--- config.mk ---
export PLATFORM = sky130hd
export DESIGN_NAME = maquina_alarma_zonas
export DESIGN_NICKNAME = d
export VERILOG_FILES = /design/src/rtl/maquina_alarma_zonas.sv
export SDC_FILE = /design/constraint.sdc
export NUM_CORES = 1
export LEC_CHECK = 0
export ABC_AREA = 1
export BUFFER_PORTS_ARGS = -buffer_cell sky130_fd_sc_hd__buf_2
export CORE_UTILIZATION = 30
export CTS_BUF_LIST = sky130_fd_sc_hd__clkbuf_16
export DETAILED_ROUTE_END_ITERATION = 12
export HOLD_SLACK_MARGIN = 0.12
export SYNTH_ARGS = -nofsm -noshare
export SYNTH_HDL_FRONTEND = slang
export SYNTH_SLANG_ARGS = --single-unit
--- constraint.sdc ---
create_clock -name clk -period 1.7 [get_ports clk]
set_input_delay 0.34 -clock clk [delete_from_list [all_inputs] [get_ports clk]]
set_output_delay 0.34 -clock clk [all_outputs]
set_load 0.01 [all_outputs]
--- src/rtl/maquina_alarma_zonas.sv ---
// maquina_alarma_zonas
// Multi-zone alarm controller. Each zone supplies a raw temperature flag, a
// raw smoke flag and an N-bit current reading. Flags are synchronized and
// debounced; the current is registered once. A four-state machine
// (APAGADO / NORMAL / PREVENCION / ALERTA) drives the LEDs and buzzers.
//
// Ports
//   clk, rst            clock, asynchronous active-low reset
//   interruptor         arm switch (1 = armed), synchronous
//   ack                 alert acknowledge, level, synchronous
//   temp, humo          raw per-zone flags, bit z = zone z
//   corriente           per-zone current, zone z at [z*N +: N]
//   LEDalerta/LEDprevencion/LEDnormal   state indicators
//   alarma_alerta/alarma_prevencion     buzzers (prevention one beeps)
//   hexa3               state code (0..3)
//   hexa2               captured triggering zone
//   hexa1, hexa0        alert-event count, high/low nibble
//   dbg_estado          current state register, for checkers
//
// Every output is a register and changes on the same edge as the state.
module maquina_alarma_zonas #(
  parameter int ZONES     = 4,
  parameter int N         = 4,
  parameter int LIM_PREV  = 8,
  parameter int LIM_ALERT = 12,
  parameter int DEB       = 4,
  parameter int PREV_HOLD = 16,
  parameter int BEEP      = 8
) (
  input  logic               clk,
  input  logic               rst,
  input  logic               interruptor,
  input  logic               ack,
  input  logic [ZONES-1:0]   temp,
  input  logic [ZONES-1:0]   humo,
  input  logic [ZONES*N-1:0] corriente,
  output logic               LEDalerta,
  output logic               LEDprevencion,
  output logic               LEDnormal,
  output logic               alarma_alerta,
  output logic               alarma_prevencion,
  output logic [3:0]         hexa3,
  output logic [3:0]         hexa2,
  output logic [3:0]         hexa1,
  output logic [3:0]         hexa0,
  output logic [1:0]         dbg_estado
);

  typedef enum logic [1:0] {
    APAGADO    = 2'd0,
    NORMAL     = 2'd1,
    PREVENCION = 2'd2,
    ALERTA     = 2'd3
  } estado_t;

  localparam int DW = $clog2(DEB + 1);
  localparam int QW = $clog2(PREV_HOLD + 1);
  localparam int BW = $clog2(BEEP + 1);

  estado_t estado, estado_sig;

  logic [ZONES*N-1:0] cor_q;
  logic [ZONES-1:0]   temp_deb, humo_deb;
  logic [ZONES-1:0]   prev_v, alert_v;
  logic               any_prev, any_alert;
  logic [3:0]         prev_idx, alert_idx;

  logic [QW-1:0] quiet_q, quiet_d;
  logic [BW-1:0] beep_cnt_q, beep_cnt_d;
  logic          beep_d;
  logic [7:0]    cont_q, cont_d;
  logic [3:0]    zona_d;

  always_ff @(posedge clk or negedge rst) begin
    if (!rst) cor_q <= '0;
    else      cor_q <= corriente;
  end

  // Per zone: 2-flop synchronizers, then a counter that must see DEB
  // consecutive samples differing from the debounced value before it flips.
  for (genvar z = 0; z < ZONES; z++) begin : g_zona
    logic          t_s1, t_s2, t_deb, h_s1, h_s2, h_deb;
    logic [DW-1:0] t_cnt, h_cnt;
    logic [N-1:0]  cor_z;

    always_ff @(posedge clk or negedge rst) begin
      if (!rst) begin
        t_s1 <= 1'b0; t_s2 <= 1'b0; t_deb <= 1'b0; t_cnt <= '0;
        h_s1 <= 1'b0; h_s2 <= 1'b0; h_deb <= 1'b0; h_cnt <= '0;
      end else begin
        t_s1 <= temp[z];
        t_s2 <= t_s1;
        h_s1 <= humo[z];
        h_s2 <= h_s1;
        if (t_s2 == t_deb) begin
          t_cnt <= '0;
        end else if (t_cnt == DW'(DEB - 1)) begin
          t_deb <= t_s2;
          t_cnt <= '0;
        end else begin
          t_cnt <= t_cnt + 1'b1;
        end
        if (h_s2 == h_deb) begin
          h_cnt <= '0;
        end else if (h_cnt == DW'(DEB - 1)) begin
          h_deb <= h_s2;
          h_cnt <= '0;
        end else begin
          h_cnt <= h_cnt + 1'b1;
        end
      end
    end

    assign cor_z       = cor_q[z*N +: N];
    assign temp_deb[z] = t_deb;
    assign humo_deb[z] = h_deb;
    assign prev_v[z]   = t_deb | (32'(cor_z) >= LIM_PREV);
    assign alert_v[z]  = h_deb | (t_deb & (32'(cor_z) >= LIM_ALERT));
  end

  assign any_prev  = |prev_v;
  assign any_alert = |alert_v;

  // Lowest-index active zone: scan from the top so the lowest hit wins.
  always_comb begin
    prev_idx  = '0;
    alert_idx = '0;
    for (int z = ZONES - 1; z >= 0; z--) begin
      if (prev_v[z])  prev_idx  = 4'(z);
      if (alert_v[z]) alert_idx = 4'(z);
    end
  end

  // State register plus all registered outputs.
  always_ff @(posedge clk or negedge rst) begin
    if (!rst) begin
      estado            <= APAGADO;
      quiet_q           <= '0;
      beep_cnt_q        <= '0;
      cont_q            <= '0;
      LEDalerta         <= 1'b0;
      LEDprevencion     <= 1'b0;
      LEDnormal         <= 1'b0;
      alarma_alerta     <= 1'b0;
      alarma_prevencion <= 1'b0;
      hexa3             <= '0;
      hexa2             <= '0;
    end else begin
      estado            <= estado_sig;
      quiet_q           <= quiet_d;
      beep_cnt_q        <= beep_cnt_d;
      cont_q            <= cont_d;
      LEDalerta         <= (estado_sig == ALERTA);
      LEDprevencion     <= (estado_sig == PREVENCION);
      LEDnormal         <= (estado_sig == NORMAL);
      alarma_alerta     <= (estado_sig == ALERTA);
      alarma_prevencion <= beep_d;
      hexa3             <= {2'b00, estado_sig};
      hexa2             <= zona_d;
    end
  end

  // Next state. An alert outranks disarming; disarming outranks prevention.
  always_comb begin
    estado_sig = estado;
    case (estado)
      APAGADO: begin
        if (interruptor) estado_sig = NORMAL;
      end
      NORMAL: begin
        if (any_alert)         estado_sig = ALERTA;
        else if (!interruptor) estado_sig = APAGADO;
        else if (any_prev)     estado_sig = PREVENCION;
      end
      PREVENCION: begin
        if (any_alert)         estado_sig = ALERTA;
        else if (!interruptor) estado_sig = APAGADO;
        else if (!any_prev && quiet_q == QW'(PREV_HOLD - 1))
                               estado_sig = NORMAL;
      end
      ALERTA: begin
        if (ack && !any_alert) estado_sig = any_prev ? PREVENCION : NORMAL;
      end
      default: estado_sig = APAGADO;
    endcase
  end

  // Next values of counters, beep and captured zone.
  always_comb begin
    quiet_d    = '0;
    beep_cnt_d = '0;
    beep_d     = 1'b0;
    cont_d     = cont_q;
    zona_d     = hexa2;
    if (estado_sig != estado) begin
      case (estado_sig)
        APAGADO:    zona_d = '0;
        PREVENCION: zona_d = prev_idx;
        ALERTA:     zona_d = alert_idx;
        default:    zona_d = hexa2;
      endcase
    end
    if (estado_sig == ALERTA && estado != ALERTA && cont_q != 8'hFF)
      cont_d = cont_q + 8'd1;
    if (estado_sig == PREVENCION) begin
      if (estado != PREVENCION) begin
        beep_d = 1'b1;
      end else begin
        quiet_d = any_prev ? '0 : quiet_q + 1'b1;
        if (beep_cnt_q == BW'(BEEP - 1)) begin
          beep_d = ~alarma_prevencion;
        end else begin
          beep_d     = alarma_prevencion;
          beep_cnt_d = beep_cnt_q + 1'b1;
        end
      end
    end
  end

  assign hexa1      = cont_q[7:4];
  assign hexa0      = cont_q[3:0];
  assign dbg_estado = estado;

endmodule

==> Word-level counts from Yosys, hierarchy flattened <==
Index checks and enable logic that the tools add are counted.
{ "totals": {"register_bits": 91, "latchBits": 0, "ram_bits": 0, "rom_bits": 0, "in_bits": 28, "output_inout_bits": 23, "wordCells": 175, "mem_count": 0} }
{ "op_classes": {"add_sub_neg": 11, "mul": 0, "div": 0, "n_lt_le_gt_ge": 8, "eq_ne": 29, "shifts": 0, "n_mux": 44, "bitwise": 21, "reduce_logical": 20} }
{ "ops": {"columns": ["operator", "count"], "rows": [
  ["two-way mux 3 bit", 16],
  ["two-way mux 4 bit", 9],
  [">= comparator 4 bit (second input constant)", 8],
  ["adder 3 x 1 -> 3 bit (second input constant)", 8],
  ["equality test 3 x 2 -> 1 bit (second input constant)", 8],
  ["two-way mux 2 bit", 11],
  ["AND reduction 2 bit", 9],
  ["two-way mux 5 bit", 3],
  ["case mux 4 bit (3 select lines)", 1],
  ["inverter 1 bit", 9],
  ["adder 8 x 1 -> 8 bit (second input constant)", 1],
  ["equality test 1 bit", 8],
  ["equality test 2 bit (second input constant)", 4],
  ["!= test 8 bit (second input constant)", 1],
  ["bitwise OR 1 bit", 8],
  ["case mux 2 bit (4 select lines)", 1],
  ["OR reduction 4 bit", 2],
  ["adder 5 x 1 -> 5 bit (second input constant)", 1],
  ["equality test 5 x 4 -> 1 bit (second input constant)", 1],
  ["adder 4 x 1 -> 4 bit (second input constant)", 1],
  ["AND 1 bit", 4],
  ["equality test 2 x 1 -> 1 bit (second input constant)", 2],
  ["equality test 4 x 3 -> 1 bit (second input constant)", 1],
  ["logical AND 1 bit", 4],
  ["other kinds (7)", 12]
]} }

==> Longest topological paths before layout <==
{ "depth": {"word_depth": 12, "mapped_depth": 14, "mapped_depth_nobuf": 14} }

==> Least setup slack after synthesis <==
Ideal clock, no wire load.
{ "synth_timing": {"path_type": "reg2reg", "startpoint": "register quiet_q[0]", "endpoint": "register cont_q[2]", "setup_time_ns": 0.122, "t_arrival_ns": 1.686, "t_required_ns": 1.578, "path_slack_ns": -0.108, "path_stages_with_launch": 14, "path_buffers": 0, "synth_period_minus_slack_ns": 1.808, "path_cell_list": "dfrtp_1 -> ha_1 -> and3_1 -> ha_1 -> nand2_1 -> nand3_1 -> nand2_1 -> nand2_2 -> nand3_4 -> nand2_4 -> inv_4 -> nand2_8 -> nand2_2 -> o21ai_2"} }
{ "synth_between": {"elab_chain_len": 9} }
{ "synth_rtl": {"columns": ["item", "line", "text"], "rows": [
  ["start: declaration", "68", "logic [QW-1:0] quiet_q, quiet_d;"],
  ["start signal: assignment", "150", "quiet_q <= quiet_d;"],
  ["equality test 5 x 4 -> 1 bit", "178", "else if (!any_prev && quiet_q == QW'(PREV_HOLD - 1))"],
  ["logical AND 1 bit", "178", null],
  ["two-way mux 2 bit", "178", null],
  ["two-way mux 2 bit", "177", "else if (!interruptor) estado_sig = APAGADO;"],
  ["two-way mux 2 bit", "176", "if (any_alert) estado_sig = ALERTA;"],
  ["case mux 2 bit (4 select lines)", "166", "case (estado)"],
  ["named net estado_sig[1]", "60", "estado_t estado, estado_sig;"],
  ["equality test 2 bit", "203", "if (estado_sig == ALERTA && estado != ALERTA && cont_q != 8'hFF)"],
  ["logical AND 1 bit (2 in a row)", "203", null],
  ["end signal: assignment", "152", "cont_q <= cont_d;"],
  ["end: declaration", "71", "logic [7:0] cont_q, cont_d;"]
]} }
The timed path passes the listed nets, and every way through them passes these cells.
A chain may end at the register's enable or synchronous reset.

==> Worst setup path in the final report <==
{ "layout_timing": {"startpoint": "register quiet_q[1]", "endpoint": "register cont_q[2]"} }
The elaborated chain is that of the path after synthesis.

==> results.json <==
{
  "status": "finished, violations left",
  "violations": "negative setup slack",
  "grt_max_degree": 33,
  "io_pins": 51,
  "path_cells": "ha_2 > and3_4 > ha_4 > nand2_2 > nand3_2 > nand2_2 > nand2_4 > nand3_4 > nand2_4 > inv_8 > nand2_8 > nand2_2 > o21ai_2",
  "utilization": 0.4142,
  "routedWlPerCell_um": 11.02,
  "critPathCaptureType": "flip-flop",
  "syn_avg_cell_area_um2": 10.45,
  "syn_inst": 335,
  "port_buffers": 38,
  "ys_warn_count": 0,
  "cts_tree": "yes",
  "path_common_cell": "nand2_2",
  "place_inst": 528,
  "setup_slack_ps": -83.35,
  "synthFlopType": "dfrtp_1",
  "placementRows": 39,
  "area.growth.synth_to_final_pct": 34.57,
  "drc": 0,
  "track_usage": 0.1188,
  "final_antenna_net_count": 0,
  "fin_worst_skew_ps": 8.244,
  "stdcell_count": 573,
  "die_y_um": 110.0,
  "dp_hpwl_mm": 4.456,
  "viasPerCell": 4.328,
  "cap_violations": 0,
  "cp.required_ps": 1920,
  "dieArea_mm2": 0.01210,
  "ys_async_sr_fraction": 1.000,
  "path_clk_slew_ps": 60,
  "path_class": "reg2reg",
  "fin_crit_ps": 1783,
  "clockBufferDepth": 2,
  "ir_drop_uv": 1205,
  "finalSetupViolCount": 19,
  "root_buffer": "clkbuf_16",
  "core_area_mm2": 0.01137,
  "nets": 466,
  "drive_gt1_frac": 0.3349,
  "gp_routability_congestion": 0.7856,
  "p_per_area_mw_per_mm2": 1661,
  "initial_core_util": 0.3078,
  "rsz0062_at_grt": "yes",
  "setup-tns-final_ps": -924.3,
  "seq_area_frac_synth": 0.5792,
  "first_pass_iters": 4,
  "clock-sinks": 81,
  "ys_types": 34,
  "drt_wl_total_mm": 6.315,
  "synth_edf_count": 0,
  "ys_ff_latch": 81,
  "critPathMaxFanout": 5,
  "critPathMaxStageDelay_ps": 380,
  "antenna_cells": 0,
  "vias": 2480,
  "p_leak_nw": 2.292,
  "dp_slack_ps": -112.5,
  "cts_buffers": 9,
  "antenna_found_initial": 0,
  "start_kind": "flip-flop",
  "die_w_um": 110.0,
  "p_total_mw": 7.822,
  "grt_pass1_wl_mm": 10.83,
  "grt_pass1_vias": 2461,
  "final-hold-violation-count": 0,
  "final.period_utilization": 1.049,
  "fmax_ghz": 0.5607,
  "critPathSlowestCell": "dfrtp_1",
  "htree_levels": 3,
  "finalMaxSlewViolations": 0,
  "drtIter0Drc": 86,
  "hp-class": "reg2reg",
  "critPathArrivalTime_ps": 2000,
  "overflow": 0,
  "syn_area_mm2": 0.003500,
  "clkLatencyLatePin_ps": 330
}
==> routing by layer <==
| metal | global-route usage | vias to the layer above | wire [um] |
|---|---|---|---|
| li1 | - | 1236 | - |
| met1 | 0.1314 | 1180 | 2692 |
| met2 | 0.2058 | 49 | 3184 |
| met3 | 0.03410 | 15 | 297 |
| met4 | 0.06381 | 0 | 141 |
| met5 | 0 | - | 0 |
==> cell usage after synthesis (6+ instances only) <==
cell type,instances,area [um2]
nor3_1,10,50.05
ha_1,12,150.1
xnor2_1,14,122.6
nand2_2,17,106.4
nand3_1,20,100.1
nor2_1,36,135.1
nor3b_1,8,60.06
nand2_1,55,206.5
dfrtp_1,81,2027
inv_1,34,127.6
buf_4,7,52.55
a21oi_1,6,30.03
==> worst max-delay path, delay by kind of cell, from the launching register on <==
family / cells / cell delay, ps
compound gates: 1 / 50
flops: 1 / 380
fa+ha+maj: 2 / 350
simple gates: 9 / 770
buf+inv: 1 / 100
==> path summary, 6_finish.rpt <==
path | start | slack [ps] | depth (start not counted) | to
min in group asynchronous | rst | 440 | 2 | g_zona[2].h_s1
max in group asynchronous | rst | 720 | 3 | g_zona[1].t_deb
min reg2reg | g_zona[2].t_s1 | 350 | 0 | g_zona[2].t_s2
max reg2reg | quiet_q[1] | -80 | 13 | cont_q[2]
max | quiet_q[1] | -80 | 13 | cont_q[2]
min | g_zona[2].t_s1 | 350 | 0 | g_zona[2].t_s2
==> layout make-up <==
cell class | instances | area, um2
Clock buffer | 9 | 225.2
Clock inverter | 6 | 60.06
Fill cell | 1095 | 6660
Inverter | 38 | 152.6
Multi-Input combinational cell | 213 | 1446
Sequential cell | 81 | 2029
Tap cell | 143 | 178.9
Timing Repair Buffer | 82 | 610.6
Timing Repair inverter | 1 | 6.256
==> cells in the final DEF, fill, tap and decap left out, types with 3 or more instances in the layout <==
master | Yosys | layout
dlygate4sd3_1 | 0 | 17
nor2_2 | 3 | 3
nand3_1 | 20 | 14
xor2_1 | 3 | 3
nor2_4 | 2 | 7
conb_1 | 1 | 4
buf_2 | 0 | 37
buf_12 | 0 | 3
nand3_2 | 1 | 7
buf_4 | 7 | 23
a21oi_1 | 6 | 6
nor3_1 | 10 | 10
nor2_1 | 36 | 31
nand2_4 | 2 | 6
nand2_8 | 1 | 3
ha_1 | 12 | 10
nand2_2 | 17 | 18
o21ai_2 | 3 | 4
inv_1 | 34 | 34
clkbuf_16 | 0 | 9
nand2_1 | 55 | 49
nor3b_1 | 8 | 8
dfrtp_1 | 81 | 79
xnor2_1 | 14 | 14
==> logic make-up (layout without fill, tap and decap cells) <==
logic type	count (synthesis)	in the layout	synth area share
AND/OR/NAND/NOR	162	163	0.2381
multiplexers	2	2	0.006435
AO/OA/AOI/OAI	15	15	0.03326
other	1	4	0.001072
flip-flops	81	81	0.5792
adder cells (fa/ha/maj)	12	12	0.04290
buffers and inverters	45	136	0.05649
XOR/XNOR	17	17	0.04255
==> power breakdown <==
part,leakage (nW),switching (mW),internal [mW]
logic,1.13,1.83,1.48
clock network,0.139,0.733,1.12
registers,1.02,0.315,2.35
==> through the flow <==
step / hold slack (ps) / instance area [um2]
finish: 346.6 / 4710
floorplan: 44.41 / 3533
CTS: 348.7 / 4578
global route: 349.8 / 4710
detailed placement: 259.8 / 3985
global placement: 253.6 / 3985
==> registers in the layout (all words and copies together), names as in the netlist <==
name	count
g_zona.h_cnt	12
g_zona.h_deb	4
cor_q	8
g_zona.t_deb	4
alarma_alerta	1
quiet_q	5
LEDprevencion	1
g_zona.h_s1	4
g_zona.t_cnt	12
alarma_prevencion	1
cont_q	8
g_zona.h_s2	4
g_zona.t_s1	4
g_zona.t_s2	4
LEDnormal	1
beep_cnt_q	4
hexa3	2
hexa2	2
==> what timing repair did <==
item | 4_1_cts | 5_1_grt
gates cloned | 2 | 0
setup buffers | 6 | 5
endpoints found under the setup margin | 19 | 25
endpoints found under the hold margin | 37 | 0
hold buffers | 17 | 0
resized for setup | 13 | 23
pin swaps | 12 | 19
Power figures use the tool's default switching activity.
